File: src/rtl/rv32i_pkg.sv
// Shared RV32I core-side definitions.
//   bridge_state_e : memory-bridge FSM states
//   core_size_e    : core_size access-width encoding
//   is_misaligned  : alignment rule for a (size, address[1:0]) pair
package rv32i_pkg;

  localparam int unsigned TMO_W = 10;

  typedef enum logic [1:0] {
    ST_IDLE,
    ST_ADDR,
    ST_DATA,
    ST_RESP
  } bridge_state_e;

  typedef enum logic [1:0] {
    SZ_BYTE    = 2'b00,
    SZ_HALF    = 2'b01,
    SZ_WORD    = 2'b10,
    SZ_ILLEGAL = 2'b11
  } core_size_e;

  function automatic logic is_misaligned(input core_size_e size, input logic [1:0] addr_lo);
    logic mis;
    mis = 1'b0;
    case (size)
      SZ_BYTE: mis = 1'b0;
      SZ_HALF: mis = addr_lo[0];
      SZ_WORD: mis = (addr_lo != 2'b00);
      default: mis = 1'b1;
    endcase
    return mis;
  endfunction

endpackage

File: src/rtl/morv_mem_bridge_if.sv
// Bus bundles for morv_mem_bridge.
//   morv_core_if : core request/response (master = core, slave = bridge)
//     core_valid, core_address[32], core_write, core_wdata[32], core_wstrb[4],
//     core_size[2] -> ; <- core_rdata[32], core_ready, core_error
//   morv_mem_if  : memory bus (master = bridge, slave = memory)
//     mem_req, mem_we, mem_addr[32], mem_wdata[32], mem_wstrb[4] -> ;
//     <- mem_gnt, mem_rvalid, mem_rdata[32], mem_err
interface morv_core_if;
  logic        core_valid;
  logic [31:0] core_address;
  logic        core_write;
  logic [31:0] core_wdata;
  logic [3:0]  core_wstrb;
  logic [1:0]  core_size;
  logic [31:0] core_rdata;
  logic        core_ready;
  logic        core_error;

  modport master (
    output core_valid, core_address, core_write, core_wdata, core_wstrb, core_size,
    input  core_rdata, core_ready, core_error
  );
  modport slave (
    input  core_valid, core_address, core_write, core_wdata, core_wstrb, core_size,
    output core_rdata, core_ready, core_error
  );
endinterface

interface morv_mem_if;
  logic        mem_req;
  logic        mem_we;
  logic [31:0] mem_addr;
  logic [31:0] mem_wdata;
  logic [3:0]  mem_wstrb;
  logic        mem_gnt;
  logic        mem_rvalid;
  logic [31:0] mem_rdata;
  logic        mem_err;

  modport master (
    output mem_req, mem_we, mem_addr, mem_wdata, mem_wstrb,
    input  mem_gnt, mem_rvalid, mem_rdata, mem_err
  );
  modport slave (
    input  mem_req, mem_we, mem_addr, mem_wdata, mem_wstrb,
    output mem_gnt, mem_rvalid, mem_rdata, mem_err
  );
endinterface

File: src/rtl/morv_timeout_ctr.sv
// Saturating cycle counter with a programmable expiry limit.
//   clear   : synchronous clear (wins over enable)
//   enable  : count this cycle
//   limit   : number of enabled cycles until expiry
//   expired : this enabled cycle is the limit-th (or later) one
module morv_timeout_ctr #(
  parameter int unsigned WIDTH = 10
) (
  input  logic             clk,
  input  logic             rst_n,
  input  logic             clear,
  input  logic             enable,
  input  logic [WIDTH-1:0] limit,
  output logic             expired
);

  logic [WIDTH-1:0] cnt_q, cnt_d;
  logic [WIDTH:0]   cnt_inc;

  always_comb begin
    cnt_inc = {1'b0, cnt_q} + {{WIDTH{1'b0}}, 1'b1};
    cnt_d   = cnt_q;
    if (clear) begin
      cnt_d = '0;
    end else if (enable && !cnt_inc[WIDTH]) begin
      cnt_d = cnt_inc[WIDTH-1:0];
    end
    // Greater-or-equal keeps expiry asserted if a bus event pre-empted it once.
    expired = enable && (cnt_inc >= {1'b0, limit});
  end

  always_ff @(posedge clk or negedge rst_n) begin
    if (!rst_n) cnt_q <= '0;
    else        cnt_q <= cnt_d;
  end

endmodule

File: src/rtl/morv_mem_bridge.sv
// Core-to-memory bridge: turns a held core request into one bus
// request/response pair, rejecting misaligned accesses locally and aborting
// with an error when the bus stalls for TIMEOUT_CYCLES cycles.
//   clk, rst_n : clock, async active-low reset
//   core       : morv_core_if.slave  (request in, one-cycle response out)
//   mem        : morv_mem_if.master  (req/gnt address phase, rvalid response)
module morv_mem_bridge
  import rv32i_pkg::*;
#(
  parameter int unsigned TIMEOUT_CYCLES = 255,
  parameter logic [31:0] RESET_RDATA    = 32'h0
) (
  input  logic        clk,
  input  logic        rst_n,
  morv_core_if.slave  core,
  morv_mem_if.master  mem
);

  bridge_state_e state_q, state_d;
  logic [31:0]   addr_q, addr_d;
  logic [31:0]   wdata_q, wdata_d;
  logic [31:0]   rdata_q, rdata_d;
  logic [3:0]    wstrb_q, wstrb_d;
  logic          we_q, we_d;
  logic          err_q, err_d;
  core_size_e    size_q, size_d;
  logic          tmo_clear, tmo_enable, tmo_expired;

  morv_timeout_ctr #(.WIDTH(TMO_W)) u_tmo (
    .clk     (clk),
    .rst_n   (rst_n),
    .clear   (tmo_clear),
    .enable  (tmo_enable),
    .limit   (TMO_W'(TIMEOUT_CYCLES)),
    .expired (tmo_expired)
  );

  always_comb begin
    state_d    = state_q;
    addr_d     = addr_q;
    wdata_d    = wdata_q;
    rdata_d    = rdata_q;
    wstrb_d    = wstrb_q;
    we_d       = we_q;
    err_d      = err_q;
    size_d     = size_q;
    tmo_clear  = 1'b0;
    tmo_enable = (state_q == ST_ADDR) || (state_q == ST_DATA);

    case (state_q)
      ST_IDLE: begin
        if (core.core_valid) begin
          addr_d  = core.core_address;
          we_d    = core.core_write;
          wdata_d = core.core_wdata;
          wstrb_d = core.core_wstrb;
          size_d  = core_size_e'(core.core_size);
          if (is_misaligned(core_size_e'(core.core_size), core.core_address[1:0])) begin
            state_d = ST_RESP;
            err_d   = 1'b1;
          end else begin
            state_d   = ST_ADDR;
            err_d     = 1'b0;
            tmo_clear = 1'b1;
          end
        end
      end
      ST_ADDR: begin
        // A same-cycle rvalid is not a response yet; only gnt matters here.
        if (mem.mem_gnt) begin
          state_d = ST_DATA;
        end else if (tmo_expired) begin
          state_d = ST_RESP;
          err_d   = 1'b1;
        end
      end
      ST_DATA: begin
        if (mem.mem_rvalid) begin
          if (!we_q) rdata_d = mem.mem_rdata;
          err_d   = mem.mem_err;
          state_d = ST_RESP;
        end else if (tmo_expired) begin
          state_d = ST_RESP;
          err_d   = 1'b1;
        end
      end
      ST_RESP: state_d = ST_IDLE;
      default: state_d = ST_IDLE;
    endcase
  end

  always_ff @(posedge clk or negedge rst_n) begin
    if (!rst_n) begin
      state_q <= ST_IDLE;
      addr_q  <= '0;
      wdata_q <= '0;
      rdata_q <= RESET_RDATA;
      wstrb_q <= '0;
      we_q    <= 1'b0;
      err_q   <= 1'b0;
      size_q  <= SZ_BYTE;
    end else begin
      state_q <= state_d;
      addr_q  <= addr_d;
      wdata_q <= wdata_d;
      rdata_q <= rdata_d;
      wstrb_q <= wstrb_d;
      we_q    <= we_d;
      err_q   <= err_d;
      size_q  <= size_d;
    end
  end

  assign core.core_rdata = rdata_q;
  assign core.core_ready = (state_q == ST_RESP);
  assign core.core_error = (state_q == ST_RESP) && err_q;

  assign mem.mem_req   = (state_q == ST_ADDR);
  assign mem.mem_we    = (state_q == ST_ADDR) && we_q;
  assign mem.mem_addr  = {addr_q[31:2], 2'b00};
  assign mem.mem_wdata = wdata_q;
  assign mem.mem_wstrb = (state_q == ST_ADDR) ? wstrb_q : '0;

  // Only aligned, legal accesses may ever reach the bus.
  a_aligned_on_bus: assert property (@(posedge clk) disable iff (!rst_n)
    (state_q == ST_ADDR) |-> !is_misaligned(size_q, addr_q[1:0]));

endmodule

File: src/flat_wrapper.sv
// flat-port wrapper written by rule: the top's interface ports become plain ports
module morv_mem_bridge_flat import rv32i_pkg::*;
#(
  parameter int unsigned TIMEOUT_CYCLES = 255,
  parameter logic [31:0] RESET_RDATA    = 32'h0
)
  (clk, rst_n, core_core_valid, core_core_address, core_core_write, core_core_wdata, core_core_wstrb, core_core_size, core_core_rdata, core_core_ready, core_core_error, mem_mem_req, mem_mem_we, mem_mem_addr, mem_mem_wdata, mem_mem_wstrb, mem_mem_gnt, mem_mem_rvalid, mem_mem_rdata, mem_mem_err);
  morv_core_if core_i ();
  morv_mem_if mem_i ();
  input  logic clk;
  input  logic rst_n;
  input wire logic [$bits(core_i.core_valid)-1:0] core_core_valid;
  input wire logic [$bits(core_i.core_address)-1:0] core_core_address;
  input wire logic [$bits(core_i.core_write)-1:0] core_core_write;
  input wire logic [$bits(core_i.core_wdata)-1:0] core_core_wdata;
  input wire logic [$bits(core_i.core_wstrb)-1:0] core_core_wstrb;
  input wire logic [$bits(core_i.core_size)-1:0] core_core_size;
  output wire logic [$bits(core_i.core_rdata)-1:0] core_core_rdata;
  output wire logic [$bits(core_i.core_ready)-1:0] core_core_ready;
  output wire logic [$bits(core_i.core_error)-1:0] core_core_error;
  output wire logic [$bits(mem_i.mem_req)-1:0] mem_mem_req;
  output wire logic [$bits(mem_i.mem_we)-1:0] mem_mem_we;
  output wire logic [$bits(mem_i.mem_addr)-1:0] mem_mem_addr;
  output wire logic [$bits(mem_i.mem_wdata)-1:0] mem_mem_wdata;
  output wire logic [$bits(mem_i.mem_wstrb)-1:0] mem_mem_wstrb;
  input wire logic [$bits(mem_i.mem_gnt)-1:0] mem_mem_gnt;
  input wire logic [$bits(mem_i.mem_rvalid)-1:0] mem_mem_rvalid;
  input wire logic [$bits(mem_i.mem_rdata)-1:0] mem_mem_rdata;
  input wire logic [$bits(mem_i.mem_err)-1:0] mem_mem_err;
  assign core_i.core_valid = core_core_valid;
  assign core_i.core_address = core_core_address;
  assign core_i.core_write = core_core_write;
  assign core_i.core_wdata = core_core_wdata;
  assign core_i.core_wstrb = core_core_wstrb;
  assign core_i.core_size = core_core_size;
  assign core_core_rdata = core_i.core_rdata;
  assign core_core_ready = core_i.core_ready;
  assign core_core_error = core_i.core_error;
  assign mem_mem_req = mem_i.mem_req;
  assign mem_mem_we = mem_i.mem_we;
  assign mem_mem_addr = mem_i.mem_addr;
  assign mem_mem_wdata = mem_i.mem_wdata;
  assign mem_mem_wstrb = mem_i.mem_wstrb;
  assign mem_i.mem_gnt = mem_mem_gnt;
  assign mem_i.mem_rvalid = mem_mem_rvalid;
  assign mem_i.mem_rdata = mem_mem_rdata;
  assign mem_i.mem_err = mem_mem_err;
  morv_mem_bridge #(.TIMEOUT_CYCLES(TIMEOUT_CYCLES), .RESET_RDATA(RESET_RDATA)) u_core (.clk(clk), .rst_n(rst_n), .core(core_i), .mem(mem_i));
endmodule
File: config.mk
export PLATFORM = sky130hd
export DESIGN_NAME = morv_mem_bridge_flat
export DESIGN_NICKNAME = d
export VERILOG_FILES = /design/src/rtl/rv32i_pkg.sv /design/src/rtl/morv_mem_bridge_if.sv /design/src/rtl/morv_timeout_ctr.sv /design/src/rtl/morv_mem_bridge.sv /design/src/flat_wrapper.sv
export SDC_FILE = /design/constraint.sdc
export NUM_CORES = 1
export LEC_CHECK = 0
export ABC_AREA = 0
export CAP_MARGIN = 30
export CELL_PAD_IN_SITES_DETAIL_PLACEMENT = 0
export CELL_PAD_IN_SITES_GLOBAL_PLACEMENT = 1
export CORE_ASPECT_RATIO = 0.5
export CORE_MARGIN = 5
export CORE_UTILIZATION = 32
export CTS_CLUSTER_DIAMETER = 50
export DETAILED_ROUTE_END_ITERATION = 8
export PLACE_DENSITY_LB_ADDON = 0.2
export SLEW_MARGIN = 20
export SYNTH_ARGS = -nofsm -noshare
export SYNTH_HDL_FRONTEND = slang
export SYNTH_SLANG_ARGS = --single-unit
File: constraint.sdc
create_clock -name clk -period 2.1 [get_ports clk]
set_input_delay 0.42 -clock clk [delete_from_list [all_inputs] [get_ports clk]]
set_output_delay 0.42 -clock clk [all_outputs]
set_load 0.03 [all_outputs]
==> results of run 1 <==
area by class of cell:
cell class	count	area [um2]	area share (%)
Clock inverter	6	75.07	1.021
Clock buffer	10	229.0	3.113
Timing Repair Buffer	219	2202	29.94
Sequential cell	112	2803	38.10
Inverter	7	26.28	0.3572
Tap cell	198	247.7	3.368
Multi-Input combinational cell	199	1773	24.10
worst paths after layout:
kind | slack (ns) | start | depth (start not counted) | endpoint
worst min register to register | 0.49 | u_core.core.core_rdata[29] | 1 | u_core.core.core_rdata[29]
max in group asynchronous | 0.95 | rst_n | 3 | u_core.addr_q[27]
worst max-delay path | 0.15 | u_core.state_q[1] | 4 | mem_mem_we
min in group asynchronous | 0.53 | rst_n | 2 | u_core.mem.mem_wdata[20]
worst min-delay path | 0.49 | u_core.core.core_rdata[29] | 1 | u_core.core.core_rdata[29]
worst max register to register | 0.23 | u_core.u_tmo.cnt_q[0] | 7 | u_core.state_q[1]
timing repair:
item                       in CTS  in global routing
gates resized for setup         2                  1
setup buffers                   0                  0
gates cloned                    0                  0
hold buffers                    1                  0
hold endpoints to repair       23                  0
setup endpoints to repair       2                  5
kinds of logic (layout without fill, tap and decap cells):
logic type                 after synthesis  after routing
AOI/OAI and AO/OA                       26             26
xor gates and xnor gates                 9              9
adders and majority gates                6              6
buffers and inverters                   25            242
DFF                                    112            112
muxes                                  100            100
other                                    1              2
and+or+nand+nor                         56             56
power breakdown:
part           switching (mW)  internal [mW]
Sequential              0.602           3.25
Clock                   0.818          0.949
Combinational            3.46           3.09
cell usage in the layout (no fill, tap or decap), drive strengths merged, types with 2 or more instances in the layout:
cell type and instances:
ha 6, xor2 7, nor3b 2, nor3 2
and3 3, nand3 2, o211ai 2, nor2 23
dfrtp 112, a31oi 2, clkinv 2, dlygate4sd2 2
conb 2, nand4 5, and2 7, xnor2 2
inv 10, clkbuf 10, nand2 7, a211oi 3
a21oi 3, clkdlybuf4s50 201, nand2b 2, o21ai 7
buf 15, a22o 2, mux2 99
worst max-delay path: stages (launching register included):
cell and delay [ns]:
dfrtp_1 0.44, inv_1 0.10, ha_2 0.31, and2_1 0.17, buf_4 0.16
sequential cells by signal, indices dropped and copies added (netlist names):
signal	flops
u_core.addr_q	30
u_core.we_q	1
u_core.u_tmo.cnt_q	10
u_core.core.core_rdata	32
u_core.mem.mem_wdata	32
u_core.wstrb_q	4
u_core.err_q	1
u_core.state_q	2
per-stage QoR:
step	hold slack (ns)	cells	cell area, um2
2_1_floorplan	0.1244	336	4740
3_5_place_dp	0.3604	734	7042
4_1_cts	0.4984	751	7353
5_1_grt	0.5120	751	7356
3_3_place_gp	0.3639	734	7042
6_report	0.4934	751	7356
per-layer routing:
layer	GRT usage [%]	up-vias	wire, um
li1	-	1594	-
met2	24.66	92	6429
met1	14.96	1662	4492
met5	0	-	0
met3	5.172	12	830
met4	3.995	0	155
==> flow_summary.json, run 1 <==
{
  "ys_seq_area_share_pct": 59.18,
  "synth_mux_area_share_pct": 23.75,
  "total_power_mw": 12.17,
  "cts_made_buffers": 9,
  "synth_seq_cells": 112,
  "start_util_pct": 32.73,
  "p_leak_nw": 3.100,
  "antenna_found_initial": 0,
  "rows": 31,
  "cts_buffer_depth": 2,
  "ant_nets": 0,
  "layout.nets": 663,
  "dp_slack_ns": 0.1847,
  "crit_required_ns": 1.68,
  "layout_setup_ws_ns": 0.1492,
  "grt_first_pass_wirelength_mm": 18.73,
  "routedWlPerCell_um": 15.85,
  "grt-ovfl-total": 0,
  "synth_area_leaders": "dfrtp_1 59%, mux2_2 23%, nor2_1 1.7%",
  "netlist.top_cell.by_area": "dfrtp_1",
  "fmax_mhz": 512.6,
  "route.vias.total": 3360,
  "drive_gt1_share_pct": 24.23,
  "die_w_um": 182.0,
  "critPathKind": "register to output pin",
  "hp-class": "register to register",
  "synth_top_area_share_pct": 59.18,
  "async_flop_share_pct": 100.0,
  "synth_warnings": 0,
  "die_h_um": 96.02,
  "synth_xor_area_share_pct": 1.664,
  "synth_area_per_cell_um2": 14.14,
  "path_clk_slew_ns": 0.07,
  "antennaDiodeCount": 0,
  "clock_sinks": 112,
  "worstSkewPairLatency_ns": 0.35,
  "maxSlewViolCount": 0,
  "drt_iter0_drc": 123,
  "final_hold_viol_count": 0,
  "fillers": 1313,
  "synth_cell_type_count": 42,
  "first_pass_iters": 4,
  "drc_errors": 0,
  "synth_compound_area_share_pct": 4.095,
  "post-route-period-util_pct": 92.90,
  "portBuffers": 210,
  "wl_mm": 11.91,
  "synthFlopType": "dfrtp_1",
  "power.ir.vdd_worst_v": 0.0006669,
  "run_status": "finished, final reports clean",
  "syn_area_um2": 4736,
  "synth_fa_ha_area_share_pct": 1.585,
  "critPathCaptureType": "output pin",
  "grt_pass1_vias": 3620,
  "grt_max_degree": 48,
  "cts_tree": "yes",
  "core_area_um2": 14470,
  "viasPerCell": 4.474,
  "finClkSkew_ns": 0.007316,
  "fin_tns_setup_ns": 0,
  "synthTopCellsByCount": "112 x dfrtp_1, 95 x mux2_2, 22 x nor2_1",
  "htreeDepth": 3,
  "gp_congestion": 0.7501,
  "arrival_ns": 1.53,
  "setup_viol": 0,
  "min_period_ns": 1.951,
  "grt_usage_pct": 13.53,
  "p_per_area_nw_per_um2": 1655,
  "cts_root_buf": "clkbuf_16",
  "cp_max_fo": 12,
  "synth_top_family_by_area": "multiplexers",
  "synth_edf_count": 0,
  "syn_inst": 335,
  "top_level_ports": 213,
  "rsz0062_at_grt": "no",
  "synth_most_common_cell": "dfrtp_1",
  "yosys.area_share.simple_pct": 6.077,
  "maxCapViolCount": 0,
  "start_kind": "register",
  "syn_to_final_growth_pct": 55.32,
  "die_area_um2": 17480,
  "dpl.hpwl_mm": 9.063,
  "utilization_pct": 50.84
}
Note: power is estimated with default switching activity, not from simulation.
==> inputs of run 2 (changes only) <==
CTS_CLUSTER_DIAMETER = 120   (was 50)
RECOVER_POWER = 50   (was not set)
==> flow_summary.json, run 2 (synthesized netlist as in run 1, its figures left out) <==
{
  "start_kind": "register",
  "p_leak_nw": 3.094,
  "min_period_ns": 1.953,
  "fillers": 1316,
  "fin_tns_setup_ns": 0,
  "critPathCaptureType": "output pin",
  "first_pass_iters": 4,
  "die_area_um2": 17480,
  "path_clk_slew_ns": 0.07,
  "finClkSkew_ns": 0.007315,
  "critPathKind": "register to output pin",
  "antennaDiodeCount": 0,
  "layout.nets": 663,
  "rows": 31,
  "viasPerCell": 4.463,
  "htreeDepth": 3,
  "route.vias.total": 3352,
  "gp_congestion": 0.7501,
  "cts_made_buffers": 9,
  "rsz0062_at_grt": "no",
  "syn_to_final_growth_pct": 54.80,
  "run_status": "finished, final reports clean",
  "multi_input_area_um2": 1770,
  "cts_root_buf": "clkbuf_16",
  "routedWlPerCell_um": 15.83,
  "drc_errors": 0,
  "power.ir.vdd_worst_v": 0.0006668,
  "post-route-period-util_pct": 93.00,
  "top_level_ports": 213,
  "clock_sinks": 112,
  "portBuffers": 210,
  "arrival_ns": 1.53,
  "layout_commonest_cell": "clkdlybuf4s50_1",
  "worstSkewPairLatency_ns": 0.35,
  "final_hold_viol_count": 0,
  "crit_required_ns": 1.68,
  "core_area_um2": 14470,
  "grt_first_pass_wirelength_mm": 18.73,
  "layout_common_cells": "195 x clkdlybuf4s50_1, 112 x dfrtp_1, 95 x mux2_2, 22 x nor2_1, 9 x clkbuf_16",
  "maxCapViolCount": 0,
  "cp_max_fo": 12,
  "grt_max_degree": 48,
  "die_h_um": 96.02,
  "cts_buffer_depth": 2,
  "antenna_found_initial": 0,
  "maxSlewViolCount": 0,
  "fmax_mhz": 512.0,
  "grt_pass1_vias": 3620,
  "total_power_mw": 12.12,
  "wl_mm": 11.89,
  "cts_tree": "yes",
  "start_util_pct": 32.73,
  "tightestPinTransition_ns": 0.6979,
  "slew_headroom_pct": 53.47,
  "drt_iter0_drc": 125,
  "register_area_um2": 2803,
  "setup_viol": 0,
  "drive_gt1_share_pct": 24.05,
  "ant_nets": 0,
  "die_w_um": 182.0,
  "p_per_area_nw_per_um2": 1654,
  "dpl.hpwl_mm": 9.063,
  "grt-ovfl-total": 0,
  "hp-class": "register to register",
  "grt_usage_pct": 13.53
}
## run 2: area by class of cell
cell class | count | area share, %
flip-flops and latches | 112 | 38.23
inverters | 7 | 0.3584
clock inverters | 6 | 1.024
clock buffers | 10 | 3.123
multi-input cells | 199 | 24.15
well taps | 198 | 3.379
repair buffers | 219 | 29.73
## run 2: worst paths after layout
path,startpoint,to,slack [ns],cells past startpoint
max,u_core.state_q[1],mem_mem_we,0.15,4
min,u_core.core.core_rdata[29],u_core.core.core_rdata[29],0.49,1
max reg2reg,u_core.state_q[0],u_core.addr_q[14],0.16,5
min reg2reg,u_core.core.core_rdata[29],u_core.core.core_rdata[29],0.49,1
max in group asynchronous,rst_n,u_core.addr_q[27],0.45,3
min in group asynchronous,rst_n,u_core.mem.mem_wdata[20],0.65,2
## run 2: power by group
group,internal (mW),switching (mW),leakage [nW]
Clock,0.949,0.818,0.151
Sequential,3.25,0.600,1.34
Combinational,3.04,3.46,1.61
Total,7.24,4.88,3.09
## run 2: layer usage
metal  track usage (%)  part of all wire [%]  vias up
met1             14.96                    38     1657
met2             24.66                    54       88
met4             3.995                   1.3        0
met3             5.172                   6.9       10
li1                  -                     -     1597
met5                 0                     0        -
## run 2: per-stage QoR
stage	cell area [um2]	cells	util [%]	worst slack [ns]	hold WS (ns)
after floorplan	4740	336	-	0.2746	0.1244
after global placement	7042	734	48.67	0.1890	0.3639
after detailed placement	7042	734	48.67	0.1847	0.3604
after CTS	7353	751	50.83	0.02067	0.4984
after global routing	7331	751	50.67	0.03753	0.5067
final	7331	751	50.67	0.1471	0.4882
## run 2: timing repair
action,4_1_cts,5_1_grt
setup endpoints to repair,2,5
hold buffers,1,0
setup buffers,0,0
hold endpoints to repair,23,0
resized for setup,2,1
## run 2: critical path, cell delays in order, from the launching register on
cell     delay (ns)
dfrtp_1        0.44
inv_1          0.10
ha_2           0.31
and2_1         0.17
buf_4          0.16
==> inputs of run 3 (changes only) <==
HOLD_SLACK_MARGIN = 0.06   (was not set)
==> results of run 3 <==
Same layout as run 2: the final DEF is identical, and so are final timing and power.
